File: src/rtl/des_key_sched.sv
// des_key_sched -- sequential DES key-schedule engine.
//
// Registers a 64-bit key, applies PC-1 to form the 28-bit C and D halves, then
// walks the 16-round rotate schedule and presents one PC-2 subkey per
// valid/ready handshake. The engine can sustain one subkey per cycle.
//
// Optional build macro: DES_KEYSCHED_DECRYPT_EN adds the decrypt input. When
// it is set at load, subkeys are produced in reverse order (K16 .. K1).
//
// Ports
//   clk           rising-edge clock
//   reset         synchronous, active-high reset
//   key_load      start strobe; restarts the engine from any state
//   key_in[63:0]  DES key, FIPS bit 1 = key_in[63]; parity bits are ignored
//   decrypt       (macro only) reverse subkey order, latched at load
//   subkey[47:0]  current round subkey, FIPS bit 1 = subkey[47]
//   subkey_valid  subkey holds a valid round key
//   subkey_ready  consumer accepts subkey this cycle
//   round_idx     emission index of subkey, 0..15
//   busy          high from load until the last handshake
//   done          one-cycle pulse after the 16th handshake
//
// state | meaning
// IDLE  | waiting for key_load
// EMIT  | subkey valid, advancing one round per handshake
// FIN   | done pulse, returns to IDLE
module des_key_sched #(
  parameter int NUM_ROUNDS = 16
) (
  input  logic        clk,
  input  logic        reset,
  input  logic        key_load,
  input  logic [63:0] key_in,
`ifdef DES_KEYSCHED_DECRYPT_EN
  input  logic        decrypt,
`endif
  output logic [47:0] subkey,
  output logic        subkey_valid,
  input  logic        subkey_ready,
  output logic [3:0]  round_idx,
  output logic        busy,
  output logic        done
);

  if (NUM_ROUNDS != 16) begin : gRoundsCheck
    $error("des_key_sched: NUM_ROUNDS must be 16");
  end

  localparam int PC1_TAB [56] = '{
    57, 49, 41, 33, 25, 17,  9,
     1, 58, 50, 42, 34, 26, 18,
    10,  2, 59, 51, 43, 35, 27,
    19, 11,  3, 60, 52, 44, 36,
    63, 55, 47, 39, 31, 23, 15,
     7, 62, 54, 46, 38, 30, 22,
    14,  6, 61, 53, 45, 37, 29,
    21, 13,  5, 28, 20, 12,  4
  };

  localparam int PC2_TAB [48] = '{
    14, 17, 11, 24,  1,  5,
     3, 28, 15,  6, 21, 10,
    23, 19, 12,  4, 26,  8,
    16,  7, 27, 20, 13,  2,
    41, 52, 31, 37, 47, 55,
    30, 40, 51, 45, 33, 48,
    44, 49, 39, 56, 34, 53,
    46, 42, 50, 36, 29, 32
  };

  typedef enum logic [1:0] {
    IDLE = 2'd0,
    EMIT = 2'd1,
    FIN  = 2'd2
  } stateT;

  // FIPS tables are 1-based MSB-first; bit n of a W-bit vector sits at [W-n].
  function automatic logic [55:0] pc1(input logic [63:0] k);
    logic [55:0] r;
    r = '0;
    for (int i = 0; i < 56; i++) r[6'(55 - i)] = k[6'(64 - PC1_TAB[i])];
    return r;
  endfunction

  function automatic logic [47:0] pc2(input logic [55:0] cd);
    logic [47:0] r;
    r = '0;
    for (int i = 0; i < 48; i++) r[6'(47 - i)] = cd[6'(56 - PC2_TAB[i])];
    return r;
  endfunction

  // Schedule entry s[idx]: single-bit shift at indices 0, 1, 8 and 15.
  function automatic logic shiftTwo(input logic [3:0] idx);
    return !(idx == 4'd0 || idx == 4'd1 || idx == 4'd8 || idx == 4'd15);
  endfunction

  function automatic logic [27:0] rotL(input logic [27:0] x, input logic two);
    return two ? {x[25:0], x[27:26]} : {x[26:0], x[27]};
  endfunction

  function automatic logic [27:0] rotR(input logic [27:0] x, input logic two);
    return two ? {x[1:0], x[27:2]} : {x[0], x[27:1]};
  endfunction

  stateT       state, stateNext;
  logic [27:0] cReg, dReg, cNext, dNext;
  logic [47:0] subkeyNext;
  logic [3:0]  rndNext;
  logic        validNext, busyNext, doneNext;

  logic [55:0] keyPc1;
  logic [27:0] loadC, loadD, stepC, stepD;
  logic        loadRev, stepRev;
  logic        unusedParity;

  // Parity bits never reach PC-1.
  assign unusedParity = ^{key_in[56], key_in[48], key_in[40], key_in[32],
                          key_in[24], key_in[16], key_in[8], key_in[0]};

`ifdef DES_KEYSCHED_DECRYPT_EN
  logic decryptRun, decryptNext;
  assign loadRev = decrypt;
  assign stepRev = decryptRun;
`else
  assign loadRev = 1'b0;
  assign stepRev = 1'b0;
`endif

  assign keyPc1 = pc1(key_in);

  // Encrypt starts at C1/D1 (rotate by s[0]); decrypt starts at C16/D16,
  // which equals the unrotated PC-1 value since the shifts total 28.
  assign loadC = loadRev ? keyPc1[55:28] : rotL(keyPc1[55:28], 1'b0);
  assign loadD = loadRev ? keyPc1[27:0]  : rotL(keyPc1[27:0],  1'b0);

  // Step into emission rnd+1: forward uses s[rnd+1], reverse undoes s[15-rnd].
  assign stepC = stepRev ? rotR(cReg, shiftTwo(4'd15 - round_idx))
                         : rotL(cReg, shiftTwo(round_idx + 4'd1));
  assign stepD = stepRev ? rotR(dReg, shiftTwo(4'd15 - round_idx))
                         : rotL(dReg, shiftTwo(round_idx + 4'd1));

  always_comb begin
    stateNext  = state;
    cNext      = cReg;
    dNext      = dReg;
    subkeyNext = subkey;
    rndNext    = round_idx;
    validNext  = subkey_valid;
    busyNext   = busy;
    doneNext   = 1'b0;
`ifdef DES_KEYSCHED_DECRYPT_EN
    decryptNext = decryptRun;
`endif

    // A load restarts the run from any state and drops any pending subkey.
    if (key_load) begin
      stateNext  = EMIT;
      cNext      = loadC;
      dNext      = loadD;
      subkeyNext = pc2({loadC, loadD});
      rndNext    = 4'd0;
      validNext  = 1'b1;
      busyNext   = 1'b1;
`ifdef DES_KEYSCHED_DECRYPT_EN
      decryptNext = decrypt;
`endif
    end else begin
      case (state)
        IDLE: ;
        EMIT: begin
          if (subkey_valid && subkey_ready) begin
            if (round_idx == 4'd15) begin
              stateNext = FIN;
              validNext = 1'b0;
              busyNext  = 1'b0;
              doneNext  = 1'b1;
            end else begin
              cNext      = stepC;
              dNext      = stepD;
              subkeyNext = pc2({stepC, stepD});
              rndNext    = round_idx + 4'd1;
            end
          end
        end
        FIN:     stateNext = IDLE;
        default: stateNext = IDLE;
      endcase
    end
  end

  always_ff @(posedge clk) begin
    if (reset) begin
      state        <= IDLE;
      cReg         <= '0;
      dReg         <= '0;
      subkey       <= '0;
      round_idx    <= '0;
      subkey_valid <= 1'b0;
      busy         <= 1'b0;
      done         <= 1'b0;
`ifdef DES_KEYSCHED_DECRYPT_EN
      decryptRun   <= 1'b0;
`endif
    end else begin
      state        <= stateNext;
      cReg         <= cNext;
      dReg         <= dNext;
      subkey       <= subkeyNext;
      round_idx    <= rndNext;
      subkey_valid <= validNext;
      busy         <= busyNext;
      done         <= doneNext;
`ifdef DES_KEYSCHED_DECRYPT_EN
      decryptRun   <= decryptNext;
`endif
    end
  end

endmodule

File: config.mk
export PLATFORM = sky130hd
export DESIGN_NAME = des_key_sched
export DESIGN_NICKNAME = d
export VERILOG_FILES = /design/src/rtl/des_key_sched.sv
export SDC_FILE = /design/constraint.sdc
export NUM_CORES = 1
export LEC_CHECK = 0
export ABC_CLOCK_PERIOD_IN_PS = 2200
export CORE_ASPECT_RATIO = 0.8
export CORE_MARGIN = 3
export CORE_UTILIZATION = 45
export DETAILED_ROUTE_END_ITERATION = 16
export PLACE_DENSITY_LB_ADDON = 0.15
export SYNTH_ARGS = -nofsm -noshare
export SYNTH_HDL_FRONTEND = slang
export SYNTH_SLANG_ARGS = --single-unit
File: constraint.sdc
create_clock -name clk -period 2.2 [get_ports clk]
set_input_delay 0.66 -clock clk [delete_from_list [all_inputs] [get_ports clk]]
set_output_delay 0.66 -clock clk [all_outputs]
set_load 0.005 [all_outputs]
==> results of run 1 <==
==> Yosys cell counts, drive strengths merged <==
master / number / area share (%)
mux2i: 15 / 4.5
inv: 3 / 0.34
nor2: 11 / 1.3
nand3: 1 / 0.15
o21a: 1 / 0.23
a221oi: 1 / 0.45
a22oi: 4 / 0.90
nor4b: 1 / 0.26
nor3b: 15 / 3.4
or2: 1 / 0.19
ha: 3 / 1.1
mux2: 2 / 0.79
o21ai: 41 / 6.2
and3: 1 / 0.19
conb: 1 / 0.11
xnor2: 1 / 0.26
dfxtp: 66 / 40
and4b: 2 / 0.60
nand2: 89 / 10
a31oi: 41 / 7.7
clkbuf: 19 / 2.1
o22ai: 14 / 2.6
a21oi: 21 / 3.4
buf: 60 / 13
a211oi: 1 / 0.23
nand4b: 1 / 0.26
nor3: 3 / 0.45
==> final cells by class <==
class	count	area, sq um	area share [%]
timing repair buffer	73	753	18.9
inverter	3	11.3	0.282
tap	87	109	2.73
clock buffer	12	145	3.64
multi-input combinational	293	1610	40.4
sequential	66	1320	33.1
clock inverter	3	40.0	1.00
==> metal layers <==
layer / vias up / GRT usage, % / wire, um / part of all wire, %
li1: 1456 / - / - / -
met1: 1358 / 26.4 / 3730 / 49
met2: 87 / 24.4 / 3320 / 44
met3: 4 / 5.96 / 469 / 6.2
met4: 0 / 4.29 / 40 / 0.53
met5: - / 0 / 0 / 0
==> metrics by stage <==
stage | hold WS, ps | power [mW] | cells | setup WS, ps | util (%)
global route | 482 | 2.60 | 537 | 26.9 | 56.8
CTS | 458 | 2.50 | 534 | 67.1 | 56.5
finish | 454 | 2.48 | 537 | 162 | 56.8
floorplan | 448 | 1.44 | 440 | 341 | -
detailed placement | 448 | 1.52 | 519 | -31.8 | 53.8
global placement | 444 | 1.52 | 519 | 15.7 | 53.8
==> flip-flops by register name, indices dropped and copies added, names as in the netlist <==
register,cells
cReg,28
busy,1
round_idx,4
subkey,3
state,2
done,1
dReg,27
==> where the power goes <==
part | internal (mW) | switching (mW)
Sequential | 1.23 | 0.0299
Clock | 0.545 | 0.438
Combinational | 0.129 | 0.112
==> cells by family after synthesis <==
kind of cell / synth area share [%]
AOI/OAI and AO/OA: 21.7
xor gates and xnor gates: 0.263
adders and majority gates: 1.13
buffers and inverters: 15.1
DFF: 39.6
muxes: 5.29
other: 0.112
and+or+nand+nor: 16.8
==> how the worst max path moves through the flow <==
stage | end | slack (ps) | depth (start not counted)
3_3_place_gp | dReg[22] | 20 | 6
2_1_floorplan | cReg[4] | 340 | 8
5_1_grt | subkey[1] | 30 | 6
4_1_cts | cReg[6] | 70 | 6
3_5_place_dp | dReg[5] | -30 | 6
6_report | dReg[20] | 160 | 6
==> tightest hold or removal path, stage by stage, from the launching register on <==
cell	delay, ps
sky130_fd_sc_hd__dfxtp_1	310
sky130_fd_sc_hd__nand2_1	50
sky130_fd_sc_hd__a21oi_1	50
==> metrics.log, run 1 <==
INFO  metric critPathKind = reg2reg
INFO  metric gp_congestion = 0.769
INFO  metric wl = 7.56 mm
INFO  metric dp.final_hpwl = 5.00 mm
INFO  metric final.period_utilization = 92.6%
INFO  metric startpoint_type = flop
INFO  metric cp.buffers_inverters = 1
INFO  metric worst_hold_path.endpoint = subkey[31]
INFO  metric largest_net_degree_at_the_start_of_global_routing = 41
INFO  metric detailroute.via_count = 2905
INFO  metric fin_worst_skew = 8.46 ps
INFO  metric total_leakage_power = 1.45 nW
INFO  metric core_area = 0.00703 sq mm
INFO  metric detailedRoute.firstIterationViolations = 208
INFO  metric fraction_of_layout_instances_using_a_drive_strength_above_1 = 9.56%
INFO  metric setup_total_negative_slack = 0 ps
INFO  metric rsz_0062_raised_after_global_routing = false
INFO  metric synth_cell_types = 34
INFO  metric max_stage_delay = 530 ps
INFO  metric yosys_warnings = 0
INFO  metric worst_setup_hold_path_clk_slew = 70 ps
INFO  metric grt_first_pass_wirelength = 12.0 mm
INFO  metric design_area = 0.00399 sq mm
INFO  metric timing.critical_path.to_type = flop
INFO  metric period_minus_ws_final = 2040 ps
INFO  metric power_density = 621 mW/mm^2
INFO  metric endpoints_failing_setup = 0
INFO  metric all_layer_gr_usage = 17.7%
INFO  metric critPathLaunch = round_idx[1]
INFO  metric final_common_cell = sky130_fd_sc_hd__nand2_1
INFO  metric design.final.nets = 517
INFO  metric hold_start = subkey[31]
INFO  metric wire_per_inst = 14.1 um
INFO  metric cap_viol_max_count = 0
INFO  metric whs_path_depth = 2
INFO  metric rr_startpoint = round_idx[1]
INFO  metric syn_to_final_growth = 19.7%
INFO  metric num-fill-cells = 676
INFO  metric cts.htree.levels = 3
INFO  metric timing.reg2reg.setup_slack = 160 ps
INFO  metric path_delay_family = compound AO/OA/AOI/OAI gates
INFO  metric congestion_overflow_gr = 0
INFO  metric holdBufCountCts = 0
INFO  metric timing.critical_path.fanout_max = 12
INFO  metric routed_via_density = 5.41
INFO  metric synth.yosys.seq_area_share = 39.6%
INFO  metric drt.antenna.violating_nets = 0
INFO  metric ys_seq_elements = 66
INFO  metric crit-reg2reg-capture = dReg[20]
INFO  metric layout.cells.most_common_list = 89 x sky130_fd_sc_hd__nand2_1, 66 x sky130_fd_sc_hd__dfxtp_1, 52 x sky130_fd_sc_hd__clkdlybuf4s50_1, 41 x sky130_fd_sc_hd__a31oi_1, 40 x sky130_fd_sc_hd__o21ai_0
INFO  metric reg2regPathDepth = 6
INFO  metric cells_resized_by_post_cts_repair = 0
INFO  metric tritoncts.num_buffers = 9
INFO  metric row_count = 27
INFO  metric finalHoldViolCount = 0
INFO  metric timing.slew.headroom = 62.4%
INFO  metric postCtsSetupRepairBufs = 0
INFO  metric pin_slew_with_the_least_headroom_to_its_limit = 562 ps
INFO  metric initial_standard_cell_utilization_of_the_core = 47.5%
INFO  metric cts_root_buffer = sky130_fd_sc_hd__clkbuf_8
INFO  metric timing.final.max_slew_violations = 0
INFO  metric worst_path_max_delay_cell = sky130_fd_sc_hd__o21ai_4
INFO  metric tritoncts_sinks = 66
INFO  metric io_pins = 123
INFO  metric timing.critical_path.cells = ha_1 > a21oi_1 > o21ai_4 > buf_12 > mux2i_1 > o22ai_1
INFO  metric dpl_cell_area = 0.00378 sq mm
INFO  metric synth_cells = 419
INFO  metric fmax = 0.491 GHz
INFO  metric post_synth_instance_area = 0.00333 sq mm
INFO  metric port_buffers = 52
INFO  metric clkLatencyLatePin = 340 ps
INFO  metric buffer_levels_on_the_longest_clock_path = 2
INFO  metric dieArea = 0.00849 sq mm
INFO  metric tritoncts = done
INFO  metric dieWidth = 102 um
INFO  metric hold_class = reg2reg
INFO  metric synthesis.area_per_instance = 7.96 sq um
INFO  metric first_global_vias = 2433
INFO  metric vdd.ir_drop.worst = 0.319 mV
INFO  metric number_of_antenna_violations_at_the_first_check_in_global_routing = 0
INFO  metric firstDrtPassIters = 4
INFO  metric remaining_drc_errors = 0
INFO  metric insertedDiodeCount = 0
INFO  metric run_status = complete, no violations
INFO  metric worstPathArrival = 2260 ps
INFO  metric data_required_time_at_the_worst_endpoint = 2420 ps
INFO  metric floorplan.die.height = 83.0 um
(Power assumes the default switching activity.)
==> inputs of run 2 (changes only) <==
--- a/config.mk
+++ b/config.mk
@@ -11,6 +11,7 @@
 export CORE_UTILIZATION = 45
 export DETAILED_ROUTE_END_ITERATION = 16
 export PLACE_DENSITY_LB_ADDON = 0.15
+export RECOVER_POWER = 50
 export SYNTH_ARGS = -nofsm -noshare
 export SYNTH_HDL_FRONTEND = slang
 export SYNTH_SLANG_ARGS = --single-unit
==> run 2 against run 1 <==
First-iteration DRC count grew 1.4%. Global-route usage is the same. Sequential share of layout area grew 0.17 points. Sequential power is essentially flat. Total power shrank 0.50%. Clock power is essentially flat. Cell area shrank 0.50%. Via count shrank 0.14%. Die area is the same. Clock skew is essentially flat. Non-clock buffer count is the same. Critical endpoint unchanged. Largest power group unchanged.
==> metrics.log, run 2 (same netlist as run 1, synthesis figures left out) <==
INFO  metric firstDrtPassIters = 4 (unchanged)
INFO  metric timing.critical_path.to_type = flop (unchanged)
INFO  metric holdBufCountCts = 0 (unchanged)
INFO  metric pin_slew_with_the_least_headroom_to_its_limit = 564 ps (was 562 ps)
INFO  metric layout.cells.most_common_list = 89 x sky130_fd_sc_hd__nand2_1, 66 x sky130_fd_sc_hd__dfxtp_1, 41 x sky130_fd_sc_hd__a31oi_1, 40 x sky130_fd_sc_hd__o21ai_0, 30 x sky130_fd_sc_hd__dlygate4sd3_1 (was 89 x sky130_fd_sc_hd__nand2_1, 66 x sky130_fd_sc_hd__dfxtp_1, 52 x sky130_fd_sc_hd__clkdlybuf4s50_1, 41 x sky130_fd_sc_hd__a31oi_1, 40 x sky130_fd_sc_hd__o21ai_0)
INFO  metric wire_per_inst = 14.0 um (was 14.1 um)
INFO  metric power_density = 621 mW/mm^2 (about the same)
INFO  metric hold_class = reg2reg (unchanged)
INFO  metric remaining_drc_errors = 0 (unchanged)
INFO  metric syn_to_final_growth = 19.1% (was 19.7%)
INFO  metric internal-power = 1.89 mW (was 1.90 mW)
INFO  metric worstPathArrival = 2250 ps (was 2260 ps)
INFO  metric final_core_utilization = 56.5% (was 56.8%)
INFO  metric floorplan.die.height = 83.0 um (unchanged)
INFO  metric data_required_time_at_the_worst_endpoint = 2420 ps (about the same)
INFO  metric layout_setup_ws = 162 ps (about the same)
INFO  metric total_leakage_power = 1.52 nW (was 1.45 nW)
INFO  metric final_common_cell = sky130_fd_sc_hd__nand2_1 (unchanged)
INFO  metric endpoints_failing_setup = 0 (unchanged)
INFO  metric timing.critical_path.fanout_max = 12 (unchanged)
INFO  metric clkPwrFrac = 39.8% (was 39.6%)
INFO  metric power.share.combinational = 9.3% (was 9.7%)
INFO  metric finalHoldViolCount = 0 (unchanged)
INFO  metric crit-reg2reg-capture = dReg[20] (unchanged)
INFO  metric rsz_0062_raised_after_global_routing = false (unchanged)
INFO  metric tritoncts.num_buffers = 9 (unchanged)
INFO  metric tritoncts_sinks = 66 (unchanged)
INFO  metric all_layer_gr_usage = 17.7% (unchanged)
INFO  metric clkLatencyLatePin = 340 ps (about the same)
INFO  metric final.period_utilization = 92.6% (about the same)
INFO  metric port_buffers = 52 (unchanged)
INFO  metric cap_viol_max_count = 0 (unchanged)
INFO  metric congestion_overflow_gr = 0 (unchanged)
INFO  metric registers.top_by_ff_count = cReg (unchanged)
INFO  metric switching_power = 0.577 mW (was 0.579 mW)
INFO  metric vdd.ir_drop.worst = 0.319 mV (about the same)
INFO  metric first_global_vias = 2433 (unchanged)
INFO  metric reg2regPathDepth = 6 (unchanged)
INFO  metric drt.antenna.violating_nets = 0 (unchanged)
INFO  metric insertedDiodeCount = 0 (unchanged)
INFO  metric dieWidth = 102 um (unchanged)
INFO  metric dieArea = 0.00849 sq mm (unchanged)
INFO  metric fraction_of_layout_instances_using_a_drive_strength_above_1 = 8.89% (was 9.56%)
INFO  metric rr_startpoint = round_idx[1] (unchanged)
INFO  metric startpoint_type = flop (unchanged)
INFO  metric pre_cts_slack = -31.8 ps (unchanged)
INFO  metric cts_root_buffer = sky130_fd_sc_hd__clkbuf_8 (unchanged)
INFO  metric detailedRoute.firstIterationViolations = 211 (was 208)
INFO  metric flip_flop_count_of_the_largest_register_after_layout = 28 (unchanged)
INFO  metric io_pins = 123 (unchanged)
INFO  metric design.final.nets = 517 (unchanged)
INFO  metric number_of_antenna_violations_at_the_first_check_in_global_routing = 0 (unchanged)
INFO  metric critPathKind = reg2reg (unchanged)
INFO  metric wl = 7.54 mm (was 7.56 mm)
INFO  metric run_status = complete, no violations (unchanged)
INFO  metric timing.slew.headroom = 62.3% (was 62.4%)
INFO  metric grt_first_pass_wirelength = 12.0 mm (unchanged)
INFO  metric routed_via_density = 5.40 (was 5.41)
INFO  metric largest_net_degree_at_the_start_of_global_routing = 41 (unchanged)
INFO  metric whs_path_depth = 2 (unchanged)
INFO  metric initial_standard_cell_utilization_of_the_core = 47.5% (unchanged)
INFO  metric gp_congestion = 0.769 (unchanged)
INFO  metric fin_worst_skew = 8.31 ps (was 8.46 ps)
INFO  metric core_area = 0.00703 sq mm (unchanged)
INFO  metric fmax = 0.491 GHz (about the same)
INFO  metric netSwitchingFraction = 23.4% (about the same)
INFO  metric tritoncts = done (unchanged)
INFO  metric timing.reg2reg.setup_slack = 160 ps (about the same)
INFO  metric cts.htree.levels = 3 (unchanged)
INFO  metric worst_setup_hold_path_clk_slew = 70 ps (about the same)
INFO  metric period_minus_ws_final = 2040 ps (about the same)
INFO  metric largest_registers = cReg (28), dReg (27), round_idx (4) (unchanged)
INFO  metric cells_resized_by_post_cts_repair = 0 (unchanged)
INFO  metric timing.final.max_slew_violations = 0 (unchanged)
INFO  metric row_count = 27 (unchanged)
INFO  metric buffer_levels_on_the_longest_clock_path = 2 (unchanged)
INFO  metric seq_power_share = 50.9% (was 50.7%)
INFO  metric hold_start = subkey[31] (unchanged)
INFO  metric worst_hold_path.endpoint = subkey[31] (unchanged)
INFO  metric detailroute.via_count = 2901 (was 2905)
INFO  metric dp.final_hpwl = 5.00 mm (unchanged)
## run 2: changes by cell type in the layout (fill, tap and decap cells not counted), sizes merged
cell           delta
clkdlybuf4s50    -30
dlygate4sd3      +30
clkbuf            +3
buf               -3
## run 2: per-stage QoR
| stage | total power [mW] | hold WS (ps) | setup TNS (ps) | cell area [sq um] | cells |
|---|---|---|---|---|---|
| finish | 2.47 | 451 | 0 | 3970 | 537 |
| global route | 2.59 | 478 | 0 | 3970 | 537 |
| CTS | 2.50 | 458 | 0 | 3970 | 534 |
| detailed placement | 1.52 | 448 | -63.3 | 3780 | 519 |
| global placement | 1.52 | 444 | 0 | 3780 | 519 |
| floorplan | 1.44 | 448 | 0 | 3410 | 440 |
## run 2: layout make-up
| class | instances | area, sq um |
|---|---|---|
| clock inverter | 3 | 40.0 |
| timing repair buffer | 73 | 733 |
| clock buffer | 12 | 145 |
| tap | 87 | 109 |
| inverter | 3 | 11.3 |
| sequential | 66 | 1320 |
| fill | 679 | 3050 |
| multi-input combinational | 293 | 1610 |
## run 2: per-layer routing
layer	wire, um	vias up	global-route usage [%]	share of wire, %
met5	0	-	0	0
li1	-	1456	-	-
met1	3710	1354	26.4	49
met4	40	0	4.29	0.53
met3	489	4	5.96	6.5
met2	3300	87	24.4	44
## run 2: repair_timing
item,4_1_cts,5_1_grt
setup buffers,0,2
hold endpoints to repair,0,0
endpoints found under the setup margin,0,31
## run 2: worst max-delay path by stage
stage	endpoint	cells after the start	slack (ps)	start
4_1_cts	cReg[6]	6	70	round_idx[1]
3_5_place_dp	dReg[5]	6	-30	subkey_ready
6_report	dReg[20]	6	160	round_idx[1]
5_1_grt	subkey[1]	6	30	round_idx[1]
2_1_floorplan	cReg[4]	8	340	round_idx[0]
3_3_place_gp	dReg[22]	6	20	subkey_ready
## run 2: worst max-delay path, stage by stage, from the launching register on
cell and delay (ps):
sky130_fd_sc_hd__dfxtp_1 440, sky130_fd_sc_hd__ha_1 280, sky130_fd_sc_hd__a21oi_1 140, sky130_fd_sc_hd__o21ai_4 530, sky130_fd_sc_hd__buf_12 210, sky130_fd_sc_hd__mux2i_1 210, sky130_fd_sc_hd__o22ai_1 100
## run 2: power by group through the flow
stage	Sequential, mW	Combinational, mW	Clock (mW)
floorplan	1.27	0.170	0
global placement	1.28	0.234	0
detailed placement	1.28	0.238	0
CTS	1.26	0.239	1.01
global route	1.26	0.256	1.07
finish	1.26	0.231	0.982
==> inputs of run 3 (changes only) <==
--- a/config.mk
+++ b/config.mk
@@ -5,10 +5,11 @@
 export SDC_FILE = /design/constraint.sdc
 export NUM_CORES = 1
 export LEC_CHECK = 0
-export ABC_CLOCK_PERIOD_IN_PS = 2200
+export ABC_AREA = 1
+export ABC_CLOCK_PERIOD_IN_PS = 1900
 export CORE_ASPECT_RATIO = 0.8
 export CORE_MARGIN = 3
-export CORE_UTILIZATION = 45
+export CORE_UTILIZATION = 46
 export DETAILED_ROUTE_END_ITERATION = 16
 export PLACE_DENSITY_LB_ADDON = 0.15
 export RECOVER_POWER = 50
==> constraint.sdc (replaced) <==
create_clock -name clk -period 1.9 [get_ports clk]
set_input_delay 0.57 -clock clk [delete_from_list [all_inputs] [get_ports clk]]
set_output_delay 0.57 -clock clk [all_outputs]
set_load 0.005 [all_outputs]
==> run 3 against run 2 <==
Die area rose by 8.6%. Combinational power rose by 47%. Area after synthesis rose by 12%. Synthesized cell count rose by 37%. Register-to-register slack barely moved. Final cell count rose by 32%. Global-route usage rose by 0.16 points. Cell area rose by 8.7%. Clock-buffer cell count rose by 1. Clock skew rose by 2.4 ps. Critical endpoint is now subkey[8]. Largest cell class unchanged.
==> metrics.log, run 3 <==
INFO  metric run_status = complete, no violations (unchanged)
INFO  metric timing.critical_path.to_type = primary output (was flop)
INFO  metric routed_via_density = 4.63 (was 5.40)
INFO  metric detailroute.via_count = 3284 (was 2901)
INFO  metric first_global_vias = 2993 (was 2433)
INFO  metric fraction_of_layout_instances_using_a_drive_strength_above_1 = 7.45% (was 8.89%)
INFO  metric power_density = 695 mW/mm^2 (was 621 mW/mm^2)
INFO  metric num-fill-cells = 760 (was 679)
INFO  metric ys_seq_elements = 66 (unchanged)
INFO  metric yosys_warnings = 0 (unchanged)
INFO  metric wire_per_inst = 11.0 um (was 14.0 um)
INFO  metric post_synth_instance_area = 0.00372 sq mm (was 0.00333 sq mm)
INFO  metric clkLatencyLatePin = 340 ps (about the same)
INFO  metric dieWidth = 107 um (was 102 um)
INFO  metric grt_first_pass_wirelength = 13.6 mm (was 12.0 mm)
INFO  metric rr_startpoint = round_idx[0] (was round_idx[1])
INFO  metric hold_start = dReg[2] (was subkey[31])
INFO  metric final_common_cell = sky130_fd_sc_hd__nand2_1 (unchanged)
INFO  metric ys_async_sr_fraction = 0% (unchanged)
INFO  metric total_leakage_power = 1.99 nW (was 1.52 nW)
INFO  metric insertedDiodeCount = 0 (unchanged)
INFO  metric post_synth_most_frequent_cells = 135 x sky130_fd_sc_hd__nand2_1, 109 x sky130_fd_sc_hd__inv_1, 79 x sky130_fd_sc_hd__a21oi_1 (was 89 x sky130_fd_sc_hd__nand2_1, 66 x sky130_fd_sc_hd__dfxtp_1, 47 x sky130_fd_sc_hd__buf_4)
INFO  metric row_count = 28 (was 27)
INFO  metric synth_simple_gate_area_share = 22.5% (was 16.8%)
INFO  metric port_buffers = 52 (unchanged)
INFO  metric data_required_time_at_the_worst_endpoint = 1330 ps (was 2420 ps)
INFO  metric timing.critical_path.fanout_max = 2 (was 12)
INFO  metric critPathLaunch = dReg[0] (was round_idx[1])
INFO  metric timing.final.max_slew_violations = 0 (unchanged)
INFO  metric dieArea = 0.00921 sq mm (was 0.00849 sq mm)
INFO  metric worstPathArrival = 1250 ps (was 2250 ps)
INFO  metric tritoncts.num_buffers = 9 (unchanged)
INFO  metric yosysMostFrequentCell = sky130_fd_sc_hd__nand2_1 (unchanged)
INFO  metric drt.antenna.violating_nets = 0 (unchanged)
INFO  metric yosys.area_share.adder = 1.01% (was 1.13%)
INFO  metric flip_flop_count_of_the_largest_register_after_layout = 28 (unchanged)
INFO  metric design.final.nets = 671 (was 517)
INFO  metric yosys.area_share.xor_xnor = 0% (was 0.263%)
INFO  metric cap_viol_max_count = 0 (unchanged)
INFO  metric worst_path_max_delay_cell = sky130_fd_sc_hd__dlygate4sd3_1 (was sky130_fd_sc_hd__o21ai_4)
INFO  metric io_pins = 123 (unchanged)
INFO  metric registers.top_by_ff_count = cReg (unchanged)
INFO  metric congestion_overflow_gr = 0 (unchanged)
INFO  metric vdd.ir_drop.worst = 0.321 mV (was 0.319 mV)
INFO  metric endpoints_failing_setup = 0 (unchanged)
INFO  metric timing.critical_path.cells = dlygate4sd3_1 (was ha_1 > a21oi_1 > o21ai_4 > buf_12 > mux2i_1 > o22ai_1)
INFO  metric tritoncts_sinks = 66 (unchanged)
INFO  metric all_layer_gr_usage = 17.9% (was 17.7%)
INFO  metric dominantRegCellSynth = sky130_fd_sc_hd__dfxtp_1 (unchanged)
INFO  metric synth_cell_types = 23 (was 34)
INFO  metric wl = 7.80 mm (was 7.54 mm)
INFO  metric worst_setup_hold_path_clk_slew = 70 ps (about the same)
INFO  metric setup_total_negative_slack = 0 ps (unchanged)
INFO  metric largest_registers = cReg (28), dReg (27), round_idx (4) (unchanged)
INFO  metric fin_worst_skew = 10.7 ps (was 8.31 ps)
INFO  metric fmax = 0.550 GHz
INFO  metric detailedRoute.firstIterationViolations = 144 (was 211)
INFO  metric synth_cells = 575 (was 419)
INFO  metric critPathKind = reg2out (was reg2reg)
INFO  metric holdWs = 468 ps (was 451 ps)
INFO  metric period_minus_ws_final = 1820 ps
INFO  metric startpoint_type = flop (unchanged)
INFO  metric initial_standard_cell_utilization_of_the_core = 48.7% (was 47.5%)
INFO  metric synth.top_cells.by_area = sky130_fd_sc_hd__dfxtp_1 36%, sky130_fd_sc_hd__nand2_1 14%, sky130_fd_sc_hd__inv_1 11% (was sky130_fd_sc_hd__dfxtp_1 40%, sky130_fd_sc_hd__buf_4 11%, sky130_fd_sc_hd__nand2_1 10%)
INFO  metric buffer_levels_on_the_longest_clock_path = 2 (unchanged)
INFO  metric final.period_utilization = 95.7%
INFO  metric timing.slew.headroom = 56.8% (was 62.3%)
INFO  metric path_delay_family = buffers and inverters (was compound AO/OA/AOI/OAI gates)
INFO  metric dp.final_hpwl = 5.38 mm (was 5.00 mm)
INFO  metric core_area = 0.00764 sq mm (was 0.00703 sq mm)
INFO  metric finalHoldViolCount = 0 (unchanged)
INFO  metric synthesis.area_per_instance = 6.47 sq um (was 7.96 sq um)
INFO  metric gp_congestion = 0.775 (was 0.769)
INFO  metric layout.cells.most_common_list = 135 x sky130_fd_sc_hd__nand2_1, 109 x sky130_fd_sc_hd__inv_1, 79 x sky130_fd_sc_hd__a21oi_1, 62 x sky130_fd_sc_hd__dfxtp_1, 47 x sky130_fd_sc_hd__clkdlybuf4s50_1 (was 89 x sky130_fd_sc_hd__nand2_1, 66 x sky130_fd_sc_hd__dfxtp_1, 41 x sky130_fd_sc_hd__a31oi_1, 40 x sky130_fd_sc_hd__o21ai_0, 30 x sky130_fd_sc_hd__dlygate4sd3_1)
INFO  metric largest_net_degree_at_the_start_of_global_routing = 52 (was 41)
INFO  metric cp.buffers_inverters = 1 (unchanged)
INFO  metric hold_class = reg2reg (unchanged)
INFO  metric synth.yosys.seq_area_share = 35.5% (was 39.6%)
INFO  metric remaining_drc_errors = 0 (unchanged)
INFO  metric synth_top_area_share = 35.5% (was 39.6%)
INFO  metric muxShareOfSynthArea = 0% (was 5.29%)
INFO  metric cts_root_buffer = sky130_fd_sc_hd__clkbuf_8 (unchanged)
INFO  metric number_of_flops_mapped_to_enable_cells_by_yosys = 0 (unchanged)
INFO  metric max_stage_delay = 570 ps (was 530 ps)
INFO  metric floorplan.die.height = 86.4 um (was 83.0 um)
INFO  metric tritoncts = done (unchanged)
INFO  metric synth_compound_area_share = 16.2% (was 21.7%)
INFO  metric number_of_antenna_violations_at_the_first_check_in_global_routing = 0 (unchanged)
INFO  metric rsz_0062_raised_after_global_routing = false (unchanged)
INFO  metric dominant_combinational_cell_family_by_area_after_synthesis = buffers and inverters (was compound AO/OA/AOI/OAI gates)
INFO  metric library_cell_occupying_the_most_area_in_the_post_synthesis_netlist = sky130_fd_sc_hd__dfxtp_1 (unchanged)
INFO  metric firstDrtPassIters = 5 (was 4)
INFO  metric cts.htree.levels = 3 (unchanged)
INFO  metric pin_slew_with_the_least_headroom_to_its_limit = 648 ps (was 564 ps)
INFO  metric syn_to_final_growth = 16.0% (was 19.1%)
[run 3: cell types whose count changed in the layout (fill, tap and decap cells not counted), moves of 15 or more]
cell | before | now
sky130_fd_sc_hd__dlygate4sd3_1 | 30 | 5
sky130_fd_sc_hd__nor3b_1 | 15 | 0
sky130_fd_sc_hd__a31oi_1 | 41 | 0
sky130_fd_sc_hd__inv_1 | 3 | 109
sky130_fd_sc_hd__a21oi_1 | 19 | 79
sky130_fd_sc_hd__clkdlybuf4s50_1 | 22 | 47
sky130_fd_sc_hd__nand2_1 | 89 | 135
sky130_fd_sc_hd__mux2i_1 | 15 | 0
sky130_fd_sc_hd__nand3_1 | 1 | 41
[run 3: metrics by stage]
step | std cells | setup slack, ps | util [%] | total power [mW] | instance area, sq um
2_1_floorplan | 596 | 346 | - | 1.72 | 3800
3_3_place_gp | 694 | -156 | 53.8 | 1.80 | 4110
3_5_place_dp | 694 | -170 | 53.8 | 1.81 | 4110
4_1_cts | 709 | 19.6 | 56.5 | 3.04 | 4320
5_1_grt | 709 | 20.3 | 56.5 | 3.16 | 4320
6_report | 709 | 82.1 | 56.5 | 3.00 | 4320
[run 3: path summary, 6_finish.rpt]
check | to | slack, ps | cells after the start
hold reg to reg | dReg[2] | 470 | 2
hold / removal | dReg[2] | 470 | 2
setup reg to reg | subkey[27] | 170 | 10
setup / recovery | subkey[8] | 80 | 1
[run 3: area by class of cell]
type | instances | area (sq um) | share of cell area, %
Inverter | 111 | 422 | 9.77
Sequential cell | 66 | 1330 | 30.7
Multi-Input combinational cell | 342 | 1560 | 36.2
Clock inverter | 2 | 35.0 | 0.811
Timing Repair Buffer | 70 | 673 | 15.6
Tap cell | 105 | 131 | 3.04
Clock buffer | 13 | 169 | 3.91
[run 3: power breakdown]
part | switching [mW] | internal, mW
combinational | 0.194 | 0.146
sequential | 0.0189 | 1.42
clock | 0.522 | 0.706
total | 0.734 | 2.27
[run 3: kinds of logic (layout without fill, tap and decap cells)]
family          after synthesis  after routing
flops                        66             66
simple gates                197            197
other cells                   1             22
fa+ha+maj                     3              3
buf+inv                     188            196
compound gates              120            120
[run 3: metal layers]
metal | up-vias | share of wire [%] | GRT usage, %
li1 | 1748 | - | -
met1 | 1445 | 49 | 23.9
met2 | 86 | 44 | 28.0
met3 | 5 | 6.1 | 5.44
met4 | 0 | 0.62 | 5.46
met5 | - | 0 | 0
[run 3: what timing repair did]
| item | in CTS | in global routing |
|---|---|---|
| hold buffers | 0 | 0 |
| gates resized for setup | 2 | 6 |
| setup buffers | 0 | 0 |
| endpoints found under the setup margin | 8 | 47 |
